--- src/rtl/mem_pkg.sv ---
// Shared widths and the load-stage slot type for the memory access front-end.
package mem_pkg;

  localparam int unsigned MEM_DATA_W = 16;
  localparam int unsigned MEM_ADDR_W = 9;

  typedef struct packed {
    logic                  valid;
    logic                  fwd;
    logic [MEM_DATA_W-1:0] fwd_data;
  } ld_slot_t;

endpackage

--- src/rtl/rsp_fifo.sv ---
// Synchronous FIFO with registered storage; head is the oldest entry.
module rsp_fifo #(
  parameter int unsigned width = 16,
  parameter int unsigned depth = 3,
  localparam int unsigned cnt_w = $clog2(depth + 1),
  localparam int unsigned ptr_w = (depth > 1) ? $clog2(depth) : 1
) (
  input  logic             clk,
  input  logic             reset,
  input  logic             push,
  input  logic [width-1:0] din,
  input  logic             pop,
  output logic [cnt_w-1:0] count,
  output logic [width-1:0] head
);

  logic [width-1:0] mem [depth];
  logic [ptr_w-1:0] rd_ptr;
  logic [ptr_w-1:0] wr_ptr;
  logic             do_pop;

  // Pointers wrap at depth explicitly since depth need not be a power of two.
  function automatic logic [ptr_w-1:0] next_ptr(input logic [ptr_w-1:0] p);
    return (p == ptr_w'(depth - 1)) ? '0 : p + 1'b1;
  endfunction

  assign do_pop = pop && (count != '0);
  assign head   = mem[rd_ptr];

  always_ff @(posedge clk) begin
    if (reset) begin
      rd_ptr <= '0;
      wr_ptr <= '0;
      count  <= '0;
      for (int unsigned i = 0; i < depth; i++) mem[i] <= '0;
    end else begin
      if (push) begin
        mem[wr_ptr] <= din;
        wr_ptr      <= next_ptr(wr_ptr);
      end
      if (do_pop) rd_ptr <= next_ptr(rd_ptr);
      case ({push, do_pop})
        2'b10:   count <= count + 1'b1;
        2'b01:   count <= count - 1'b1;
        default: count <= count;
      endcase
    end
  end

endmodule

--- src/rtl/mem_access_unit.sv ---
// Load/store front-end owning both ports of the data RAM, with write-first
// forwarding for same-cycle collisions and a credit-limited response FIFO.
module mem_access_unit
  import mem_pkg::*;
#(
  parameter int unsigned data_width = MEM_DATA_W,
  parameter int unsigned addr_width = MEM_ADDR_W,
  parameter int unsigned rsp_depth  = 3
) (
  input  logic                  clk,
  input  logic                  reset,
  input  logic                  ld_valid,
  output logic                  ld_ready,
  input  logic [addr_width-1:0] ld_addr,
  input  logic                  st_valid,
  output logic                  st_ready,
  input  logic [addr_width-1:0] st_addr,
  input  logic [data_width-1:0] st_data,
  output logic                  rsp_valid,
  input  logic                  rsp_ready,
  output logic [data_width-1:0] rsp_data,
  output logic [addr_width-1:0] ram_read_address,
  output logic [addr_width-1:0] ram_write_address,
  output logic                  ram_write,
  output logic [data_width-1:0] ram_din,
  input  logic [data_width-1:0] ram_dout
);

  localparam int unsigned cnt_w = $clog2(rsp_depth + 1);

  ld_slot_t              s1;
  logic [cnt_w-1:0]      count;
  logic [cnt_w:0]        outstanding;
  logic                  ld_fire;
  logic                  st_fire;
  logic [data_width-1:0] push_data;

  assign st_ready          = !reset;
  assign st_fire           = st_valid && st_ready;
  assign ram_write         = st_fire;
  assign ram_write_address = st_addr;
  assign ram_din           = st_data;

  // Credits count both buffered results and the one still in the RAM pipe,
  // so the FIFO can never overflow and rsp_ready never reaches ld_ready.
  assign outstanding      = {1'b0, count} + (cnt_w + 1)'(s1.valid);
  assign ld_ready         = !reset && (outstanding < (cnt_w + 1)'(rsp_depth));
  assign ld_fire          = ld_valid && ld_ready;
  assign ram_read_address = ld_addr;

  always_ff @(posedge clk) begin
    if (reset) begin
      s1 <= '0;
    end else begin
      s1.valid    <= ld_fire;
      s1.fwd      <= ld_fire && st_fire && (ld_addr == st_addr);
      s1.fwd_data <= st_data;
    end
  end

  // RAM returns old data on a same-address collision; substitute the store.
  assign push_data = s1.fwd ? s1.fwd_data : ram_dout;
  assign rsp_valid = (count != '0);

  rsp_fifo #(
    .width(data_width),
    .depth(rsp_depth)
  ) u_rsp_fifo (
    .clk  (clk),
    .reset(reset),
    .push (s1.valid),
    .din  (push_data),
    .pop  (rsp_ready),
    .count(count),
    .head (rsp_data)
  );

endmodule

--- config.mk ---
export PLATFORM = sky130hd
export DESIGN_NAME = mem_access_unit
export DESIGN_NICKNAME = d
export VERILOG_FILES = /design/src/rtl/mem_pkg.sv /design/src/rtl/rsp_fifo.sv /design/src/rtl/mem_access_unit.sv
export SDC_FILE = /design/constraint.sdc
export NUM_CORES = 1
export LEC_CHECK = 0
export ABC_AREA = 1
export BUFFER_PORTS_ARGS = -buffer_cell sky130_fd_sc_hd__buf_2
export CAP_MARGIN = 20
export CORE_MARGIN = 4
export CORE_UTILIZATION = 57
export DETAILED_ROUTE_END_ITERATION = 7
export PLACE_DENSITY = 0.85
export SLEW_MARGIN = 40
export SYNTH_ARGS = -nofsm -noshare
export SYNTH_HDL_FRONTEND = slang
export SYNTH_HIERARCHICAL = 1
export SYNTH_SLANG_ARGS = --single-unit
--- constraint.sdc ---
create_clock -name clk -period 4.05 [get_ports clk]
set_clock_uncertainty 0.15 [all_clocks]
set_input_delay 0.405 -clock clk [delete_from_list [all_inputs] [get_ports clk]]
set_output_delay 0.405 -clock clk [all_outputs]
set_load 0.02 [all_outputs]
* Yosys cells after proc, flatten, opt, wreduce, memory -nomap -nowiden
Memories as Yosys holds them, arrays and structs flattened. A register that Yosys moved wholly into a read port is not among the register bits.
Index checks and enable logic that the tools add are counted.
** Operators by class
- Equality and inequality tests :: 5
- Reduce and logical (&&, ||, !) cells :: 10
- Order comparisons :: 1
- Add/sub/neg operators :: 5
- Multiplexer cells :: 14
** Operator list (count)
- $mux W16 :: 2
- $reduce_or A16 Y1 :: 1
- $mux W2 :: 5
- $eq A9 B9 Y1 :: 1
- $add A2 B1 Y2 const B :: 3
- $eq A2 B2 Y1 const B :: 3
- $logic_and A1 B1 Y1 :: 6
- $mux W1 :: 6
- $pmux W2 S2 :: 1
- $reduce_bool A2 Y1 :: 2
- $add A2 B1 Y3 :: 1
- $lt A3 B2 Y1 const B :: 1
- $eq A2 B1 Y1 const B :: 1
- $sub A2 B1 Y2 const B :: 1
- $logic_not A1 Y1 :: 1
** Storage, ports and cells
- Memory bits (writable) :: 48
- Bits of input ports :: 55
- Output and inout bits :: 54
- Memories :: 1
- Flip-flop bits (word level) :: 24
** Memory list
- u_rsp_fifo.mem :: depth 3, bits a word 16, read ports 1, clocked after Yosys merged registers in 1, write ports 3, line rsp_fifo.sv:17 : logic [width-1:0] mem [depth];

* Logic depth before layout (Yosys ltp)
Gate-level depths: netlist (run 1).
- Depth in word-level cells :: 6
- Mapped depth :: 8
- Depth with buffers taken out :: 8

* Hierarchy
The synthesis (run 1) kept the hierarchy.
** By module, submodules not included
- rsp_fifo :: area an instance 3055.4 um2, times used 1, cells each 269, sequential area each 2082.0 um2
- mem_access_unit :: area an instance 1201.2 um2, times used 1, cells each 153, sequential area each 360.3 um2

* Least setup slack after synthesis (run 1)
OpenSTA, ideal clock, no wires.
- Path kind :: reg-to-reg
- From :: register u_rsp_fifo.wr_ptr[1]
- To :: memory u_rsp_fifo.mem[3][0], enable pin
- Period minus slack after synthesis :: 2.739 ns
- Data arrival time :: 2.159 ns
- Stages on the path, launching flop included :: 3
- Path slack :: 1.311 ns
- Required time :: 3.470 ns
- Library setup time :: 0.430 ns
- Cell sequence :: dfxtp_1 inv_1 nor4_1
** RTL lines
- from (decl) :: line rsp_fifo.sv:19 : logic [ptr_w-1:0] wr_ptr;
- from (signal assigned) :: line rsp_fifo.sv:39 : wr_ptr <= next_ptr(wr_ptr);
- to (decl) :: line rsp_fifo.sv:17

==> results.py, run 1 <==
metrics = {
    "timing": {
        "final-setup-viol-count": 0,
        "max_slew.worst_pin.slew_ns": 0.755,
        "hold_viol": 0,
        "maxClockFrequency_mhz": 408,
        "total_count_of_max_transition_violations_in_the_final_report": 0,
        "setup-tns-final_ns": 0,
        "final.setup.worst_slack_ns": 1.60,
        "finalCritPeriodShare": 0.605,
        "grt_setup_unrepaired": "false",
        "slew-limit-headroom": 0.496,
        "finalWorstPathRequiredPeriod_ns": 2.45,
    },
    "setup_path": {
        "path_max_fanout": 17,
        "startpoint_kind_of_the_worst_setup_timing_path": "flip-flop",
        "timing.critical_path.required_ns": 3.49,
        "critical_path_buf_inv_count": 2,
        "end_kind": "output pin",
        "critical_path.cell_chain": "inv_1 > o21ai_0 > o22ai_1 > buf_2",
        "timing.reg2reg.worst_path_depth": 4,
        "worstPathArrival_ns": 1.89,
        "worst_path_max_delay_cell": "sky130_fd_sc_hd__dfxtp_1",
        "crit_path_max_incr_delay_ns": 0.67,
        "path_depth": 4,
        "kind_of_cell_with_the_highest_combined_delay_on_the_critical_path": "flip-flops",
        "critPathKind": "flip-flop to output pin",
    },
    "min_path": {
        "hold_depth": 3,
        "hold_path_class": "primary input to flip-flop",
    },
    "clock_network": {
        "clock_tree.htree_level_count": 3,
        "post-cts-setup-buffers": 0,
        "cts_max_path_buffers": 2,
        "cts.clk_slew.worst_paths_ns": 0.08,
        "cts_tree": "built",
        "cts_buffers": 9,
        "clock_tree.root_cell": "sky130_fd_sc_hd__clkbuf_8",
        "clk_latency_ns": 0.34,
        "cts_hold_buffers": 0,
        "cts_repair_resize_count": 0,
        "cts.sinks": 90,
    },
    "power": {
        "vdd.ir_drop.worst_mv": 0.187,
        "power.static_leakage_nw": 2.15,
        "total_power_per_unit_cell_area_nw_per_um2": 413,
    },
    "yosys": {
        "netlist_top_cells_count": "sky130_fd_sc_hd__nor2_1 (95), sky130_fd_sc_hd__edfxtp_1 (64), sky130_fd_sc_hd__inv_1 (56)",
        "most_used_standard_cell_by_instance_count_after_synthesis": "sky130_fd_sc_hd__nor2_1",
        "yosys.area.top_type": "sky130_fd_sc_hd__edfxtp_1",
        "synth_area_leaders": "sky130_fd_sc_hd__edfxtp_1 (45%), sky130_fd_sc_hd__dfxtp_1 (12%), sky130_fd_sc_hd__nor2_1 (8.4%)",
        "synthAdderAreaFrac": 0.00882,
        "synth_top_family_by_area": "simple AND/OR/NAND/NOR gates",
        "async_set_or_reset_flop_fraction_in_the_synthesized_netlist": 0,
        "number_of_enable_flip_flop_cells_after_synthesis": 64,
        "post_synth_xor_area_fraction": 0.00412,
        "synth.distinct_cells": 27,
        "syn-mean-instance-area_um2": 10.1,
        "synth_top_area_share": 0.451,
        "syn_std_cell_area_um2": 4260,
        "synth.yosys.warnings": 6,
        "synthFlopType": "sky130_fd_sc_hd__edfxtp_1",
        "synth-seq-cells": 90,
        "yosysSeqAreaShare": 0.574,
        "synthesized_netlist_net_count": 480,
        "area_fraction_in_compound_gates_after_synthesis": 0.0752,
        "synth_mux_area_frac": 0.0423,
        "synthCells": 422,
        "synth-simple-area-share": 0.160,
    },
    "route": {
        "drt_first_iter_violations": 198,
        "totalWireLength_mm": 8.79,
        "antenna_violating_nets_post_route": 0,
        "via_per_inst": 5.11,
        "drc": 0,
        "post_drt_wl_per_cell_um": 14.7,
        "first_pass_iters": 5,
        "num_vias": 3050,
    },
    "global_route": {
        "grt_pass1_wl_mm": 13.9,
        "grt_pass1_vias": 2984,
        "global_route.usage.total": 0.207,
        "grt.overflow.total": 0,
        "grt_max_degree": 34,
        "initial_antenna_violation_count": 0,
    },
    "status": {
        "outcome": "finished clean",
    },
    "floorplanning": {
        "floorplan.die.width_um": 94.4,
        "fp.dieArea_um2": 8910,
        "die_y_um": 94.4,
        "core_area_um2": 7250,
        "floorplan.initialDensity": 0.587,
        "fp-row-count": 31,
        "ioPinCount": 109,
    },
    "final_layout": {
        "drive_gt1_frac": 0.337,
        "synthToLayoutAreaGrowth_pct": 11.5,
        "design.final.nets": 552,
        "final_core_utilization": 0.654,
        "num_antenna_cells": 0,
    },
    "placement": {
        "post-dp-hpwl_mm": 6.41,
        "gpl.final_weighted_congestion": 0.825,
        "buffer_ports.inserted": 108,
        "dp_slack_ns": 1.60,
    },
    "flow_run": {
        "max-cap-violations": 0,
    },
}
-- per-layer routing --
layer / global-route usage / share of wire / vias to the layer above
li1: - / - / 1491
met1: 0.246 / 0.39 / 1398
met2: 0.374 / 0.52 / 147
met3: 0.0351 / 0.068 / 14
met4: 0.0794 / 0.019 / 0
met5: 0 / 0 / -
-- tightest hold or removal path, cell delays in order --
cell and delay, ns:
sky130_fd_sc_hd__buf_2 0.10, sky130_fd_sc_hd__inv_1 0.04, sky130_fd_sc_hd__nor2_1 0.03
-- final timing paths --
check / startpoint / to / slack (ns)
setup reg to reg: s1[17]$_SDFF_PP0_ / u_rsp_fifo/mem[0][11]$_SDFFCE_PN0P_ / 1.91
hold reg to reg: u_rsp_fifo/rd_ptr[1]$_SDFFE_PP0N_ / u_rsp_fifo/rd_ptr[1]$_SDFFE_PP0N_ / 0.39
setup / recovery: flip-flop / rsp_data[6] / 1.60
hold / removal: st_data[2] / s1[2]$_SDFF_PP0_ / 0.12
-- cells in the final DEF (no fill, tap or decap) --
cell type                  synthesis  layout
sky130_fd_sc_hd__nor2_2           15      15
sky130_fd_sc_hd__clkinv_2          0       2
sky130_fd_sc_hd__nand3_1           2       2
sky130_fd_sc_hd__inv_1            56      55
sky130_fd_sc_hd__clkinv_4          0       2
sky130_fd_sc_hd__o31ai_1           2       2
sky130_fd_sc_hd__mux2_2           16      16
sky130_fd_sc_hd__nand2_1          22      22
sky130_fd_sc_hd__or2_2             1       1
sky130_fd_sc_hd__buf_4            34       2
sky130_fd_sc_hd__dfxtp_1          26      25
sky130_fd_sc_hd__a21oi_1           1       1
sky130_fd_sc_hd__o21ai_0          39      39
sky130_fd_sc_hd__edfxtp_1         64      64
sky130_fd_sc_hd__clkbuf_8          0       9
sky130_fd_sc_hd__xor2_1            2       2
sky130_fd_sc_hd__o21ai_1           1       1
sky130_fd_sc_hd__clkinv_1          0       2
sky130_fd_sc_hd__o22ai_1          16      16
sky130_fd_sc_hd__dfxtp_2           0       1
sky130_fd_sc_hd__ha_1              3       3
sky130_fd_sc_hd__nor2_4            5       5
sky130_fd_sc_hd__nand3_4           3       3
sky130_fd_sc_hd__nand4_1           1       1
sky130_fd_sc_hd__nand3_2           1       1
sky130_fd_sc_hd__nor2_1           95      95
sky130_fd_sc_hd__buf_2             3     108
sky130_fd_sc_hd__inv_2             1       2
sky130_fd_sc_hd__nor4_4            0       1
-- cells by family after synthesis --
| kind of cell | Yosys count |
|---|---|
| adders and majority gates | 3 |
| xor gates and xnor gates | 2 |
| buffers and inverters | 106 |
| and+or+nand+nor | 146 |
| muxes | 16 |
| AOI/OAI and AO/OA | 59 |
| DFF | 90 |
-- final cells by class --
class                      count  area, um2
inverter                      57        214
fill                         578       2510
clock inverter                 6       35.0
multi-input combinational    226       1250
timing repair buffer         110        556
tap                           99        124
sequential                    90       2440
clock buffer                   9        124
-- metrics by stage --
stage | hold slack, ns | instance area, um2 | total power [mW] | cells
6_report | 0.120 | 4750 | 1.96 | 597
5_1_grt | 0.115 | 4750 | 2.06 | 597
4_1_cts | 0.0993 | 4740 | 1.97 | 597
3_5_place_dp | 0.370 | 4580 | 1.48 | 582
3_3_place_gp | 0.356 | 4580 | 1.46 | 582
2_1_floorplan | 0.338 | 4260 | 1.36 | 422
-- power breakdown --
part	leakage (nW)	internal (mW)	total (mW)	switching [mW]
combinational	1.21	0.133	0.400	0.267
sequential	0.858	1.03	1.06	0.0269
clock	0.0839	0.215	0.505	0.290
total	2.15	1.38	1.96	0.584
-- registers in the layout (all words and copies together), names as in the netlist, named ones only --
name               cells
u_rsp_fifo/count       2
u_rsp_fifo/wr_ptr      2
u_rsp_fifo/mem        64
u_rsp_fifo/rd_ptr      2
s1                    18
(Power assumes the default switching activity.)
==> run 2: changes to the inputs <==
--- a/config.mk
+++ b/config.mk
@@ -5,13 +5,13 @@
 export SDC_FILE = /design/constraint.sdc
 export NUM_CORES = 1
 export LEC_CHECK = 0
-export ABC_AREA = 1
+export ABC_AREA = 0
 export BUFFER_PORTS_ARGS = -buffer_cell sky130_fd_sc_hd__buf_2
 export CAP_MARGIN = 20
 export CORE_MARGIN = 4
-export CORE_UTILIZATION = 57
+export CORE_UTILIZATION = 53
 export DETAILED_ROUTE_END_ITERATION = 7
-export PLACE_DENSITY = 0.85
+export PLACE_DENSITY = 0.8
 export SLEW_MARGIN = 40
 export SYNTH_ARGS = -nofsm -noshare
 export SYNTH_HDL_FRONTEND = slang
==> constraint.sdc (replaced) <==
create_clock -name clk -period 2.4 [get_ports clk]
set_clock_uncertainty 0.15 [all_clocks]
set_input_delay 0.24 -clock clk [delete_from_list [all_inputs] [get_ports clk]]
set_output_delay 0.24 -clock clk [all_outputs]
set_load 0.02 [all_outputs]
==> results.py, run 2 <==
metrics = {
    "timing": {
        "final-setup-viol-count": 0,
        "finalWorstPathRequiredPeriod_ns": 2.13,
        "final.setup.worst_slack_ns": 0.273,
        "finalCritPeriodShare": 0.886,
        "hold_viol": 0,
        "max_slew.worst_pin.slew_ns": 0.603,
        "total_count_of_max_transition_violations_in_the_final_report": 0,
        "slew-limit-headroom": 0.597,
        "maxClockFrequency_mhz": 470,
        "grt_setup_unrepaired": "false",
        "setup-tns-final_ns": 0,
    },
    "final_layout": {
        "num-fill-cells": 554,
        "layout_commonest_cell": "sky130_fd_sc_hd__buf_2",
        "final_core_utilization": 0.646,
        "largest_register_ffs": 64,
        "design.final.nets": 440,
        "top_register": "u_rsp_fifo/mem",
        "drive_gt1_frac": 0.437,
        "synthToLayoutAreaGrowth_pct": 18.9,
        "biggestRegsByFlops": "u_rsp_fifo/mem x64, s1 x18",
        "num_antenna_cells": 0,
        "layout.cells.most_common_list": "sky130_fd_sc_hd__buf_2 (108), sky130_fd_sc_hd__edfxtp_1 (64), sky130_fd_sc_hd__and2_1 (49)",
    },
    "placement": {
        "post-dp-hpwl_mm": 5.64,
        "gpl.final_weighted_congestion": 0.747,
        "dp_slack_ns": 0.600,
        "buffer_ports.inserted": 108,
    },
    "floorplanning": {
        "fp.dieArea_um2": 9410,
        "fp-row-count": 32,
        "core_area_um2": 7730,
        "die_y_um": 97.0,
        "floorplan.initialDensity": 0.543,
        "ioPinCount": 109,
        "floorplan.die.width_um": 97.0,
    },
    "global_route": {
        "initial_antenna_violation_count": 0,
        "grt.overflow.total": 0,
        "grt_pass1_vias": 2644,
        "grt_pass1_wl_mm": 13.3,
        "global_route.usage.total": 0.186,
        "grt_max_degree": 19,
    },
    "setup_path": {
        "ff2ff_setup_slack_ns": 0.63,
        "timing.critical_path.required_ns": 2.01,
        "critPathKind": "flip-flop to output pin",
        "end_kind": "output pin",
        "timing.rr.end": "u_rsp_fifo/count[1]$_SDFFE_PP0P_",
        "path_max_fanout": 11,
        "worstPathArrival_ns": 1.74,
        "startpoint_kind_of_the_worst_setup_timing_path": "flip-flop",
        "startpoint_of_the_worst_slack_reg_to_reg_timing_path": "u_rsp_fifo/count[0]$_SDFFE_PP0P_",
        "timing.reg2reg.worst_path_depth": 5,
    },
    "min_path": {
        "timing.hold.worst_endpoint": "s1[0]$_SDFF_PP0_",
        "min-delay-start": "st_data[0]",
        "hold_depth": 2,
        "hold_path_class": "primary input to flip-flop",
    },
    "power": {
        "vdd.ir_drop.worst_mv": 0.330,
        "total_power_per_unit_cell_area_nw_per_um2": 752,
        "cellInternalPower_mw": 2.73,
        "net-switching-power_mw": 1.03,
        "power.combinational.fraction": 0.213,
        "seq_power_share": 0.484,
        "p_clk_frac": 0.303,
        "switching_share_of_total_power": 0.274,
        "power.static_leakage_nw": 2.05,
    },
    "yosys": {
        "synth_top_area_share": 0.458,
        "synthesized_netlist_net_count": 342,
        "synth-seq-cells": 90,
        "synth_area_leaders": "sky130_fd_sc_hd__edfxtp_1 (46%), sky130_fd_sc_hd__dfxtp_1 (12%), sky130_fd_sc_hd__and2_1 (7.3%)",
        "number_of_enable_flip_flop_cells_after_synthesis": 64,
        "async_set_or_reset_flop_fraction_in_the_synthesized_netlist": 0,
        "most_used_standard_cell_by_instance_count_after_synthesis": "sky130_fd_sc_hd__edfxtp_1",
        "synthFlopType": "sky130_fd_sc_hd__edfxtp_1",
        "yosys.area.top_type": "sky130_fd_sc_hd__edfxtp_1",
        "netlist_top_cells_count": "sky130_fd_sc_hd__edfxtp_1 (64), sky130_fd_sc_hd__and2_1 (49), sky130_fd_sc_hd__buf_4 (36)",
        "syn_std_cell_area_um2": 4200,
        "synthCells": 284,
        "synth.distinct_cells": 35,
        "syn-mean-instance-area_um2": 14.8,
        "yosysSeqAreaShare": 0.582,
        "synth.yosys.warnings": 6,
    },
    "clock_network": {
        "cts_hold_buffers": 16,
        "cts_tree": "built",
        "clk_latency_ns": 0.35,
        "clock_tree.htree_level_count": 3,
        "clock_tree.root_cell": "sky130_fd_sc_hd__clkbuf_8",
        "cts_max_path_buffers": 2,
        "cts.sinks": 90,
        "cts_repair_resize_count": 0,
        "post-cts-setup-buffers": 0,
        "cts.clk_slew.worst_paths_ns": 0.09,
        "cts_buffers": 9,
    },
    "route": {
        "via_per_inst": 4.99,
        "drc": 0,
        "drt_first_iter_violations": 125,
        "num_vias": 2439,
        "totalWireLength_mm": 8.26,
        "first_pass_iters": 4,
        "post_drt_wl_per_cell_um": 16.9,
        "antenna_violating_nets_post_route": 0,
    },
    "status": {
        "outcome": "finished clean",
    },
    "flow_run": {
        "max-cap-violations": 0,
    },
}
run 2: power groups by stage:
stage	clock network, mW	logic [mW]	registers (mW)
6_report	1.14	0.801	1.82
5_1_grt	1.23	0.866	1.83
4_1_cts	1.16	0.811	1.82
3_5_place_dp	0	0.788	1.85
3_3_place_gp	0	0.774	1.84
2_1_floorplan	0	0.617	1.83
run 2: logic make-up after synthesis:
group                    after synthesis  share of synthesized area
flip-flops                            90                      0.582
multiplexers                          33                      0.145
AO/OA/AOI/OAI                          9                     0.0155
buffers and inverters                 49                     0.0871
AND/OR/NAND/NOR                       89                      0.138
adder cells (fa/ha/maj)                3                    0.00895
XOR/XNOR                              11                     0.0230
run 2: final cells by class:
cell class                      instances  area (um2)  share of cell area
Tap cell                              102         128              0.0256
Multi-Input combinational cell        145        1400               0.281
Timing Repair Buffer                  133         781               0.156
Inverter                                3        11.3             0.00226
Sequential cell                        90        2440               0.489
Clock inverter                          7         101              0.0203
Clock buffer                            9         124              0.0248
run 2: layer usage:
metal / global-route usage / routed length (um) / part of all wire
met5: 0 / 0 / 0
met4: 0.0605 / 76 / 0.0092
met3: 0.0519 / 583 / 0.071
met2: 0.342 / 4420 / 0.53
met1: 0.205 / 3180 / 0.39
run 2: worst max path at each step:
stage | startpoint | endpoint | cells after the start
floorplan | u_rsp_fifo/wr_ptr[1]$_SDFFE_PP0P_ | u_rsp_fifo/mem[0][0]$_SDFFCE_PN0P_ | 2
global placement | s1[17]$_SDFF_PP0_ | u_rsp_fifo/mem[2][13]$_SDFFCE_PN0P_ | 2
detailed placement | s1[17]$_SDFF_PP0_ | u_rsp_fifo/mem[2][10]$_SDFFCE_PN0P_ | 2
CTS | flip-flop | rsp_data[4] | 3
global route | flip-flop | rsp_data[4] | 3
finish | flip-flop | rsp_data[15] | 3
run 2: critical path, stage by stage, from the launching register on:
cell and delay [ns]:
sky130_fd_sc_hd__dfxtp_1 0.36, sky130_fd_sc_hd__buf_4 0.25, sky130_fd_sc_hd__mux4_1 0.60, sky130_fd_sc_hd__buf_2 0.18
run 2: per-stage QoR:
| step | power, mW | hold WS (ns) | cell area [um2] | cells |
|---|---|---|---|---|
| finish | 3.76 | 0.0374 | 4990 | 489 |
| global route | 3.92 | 0.0149 | 4990 | 489 |
| CTS | 3.78 | 0.0214 | 4980 | 489 |
| detailed placement | 2.64 | 0.311 | 4600 | 457 |
| global placement | 2.62 | 0.309 | 4600 | 457 |
| floorplan | 2.45 | 0.162 | 4200 | 284 |
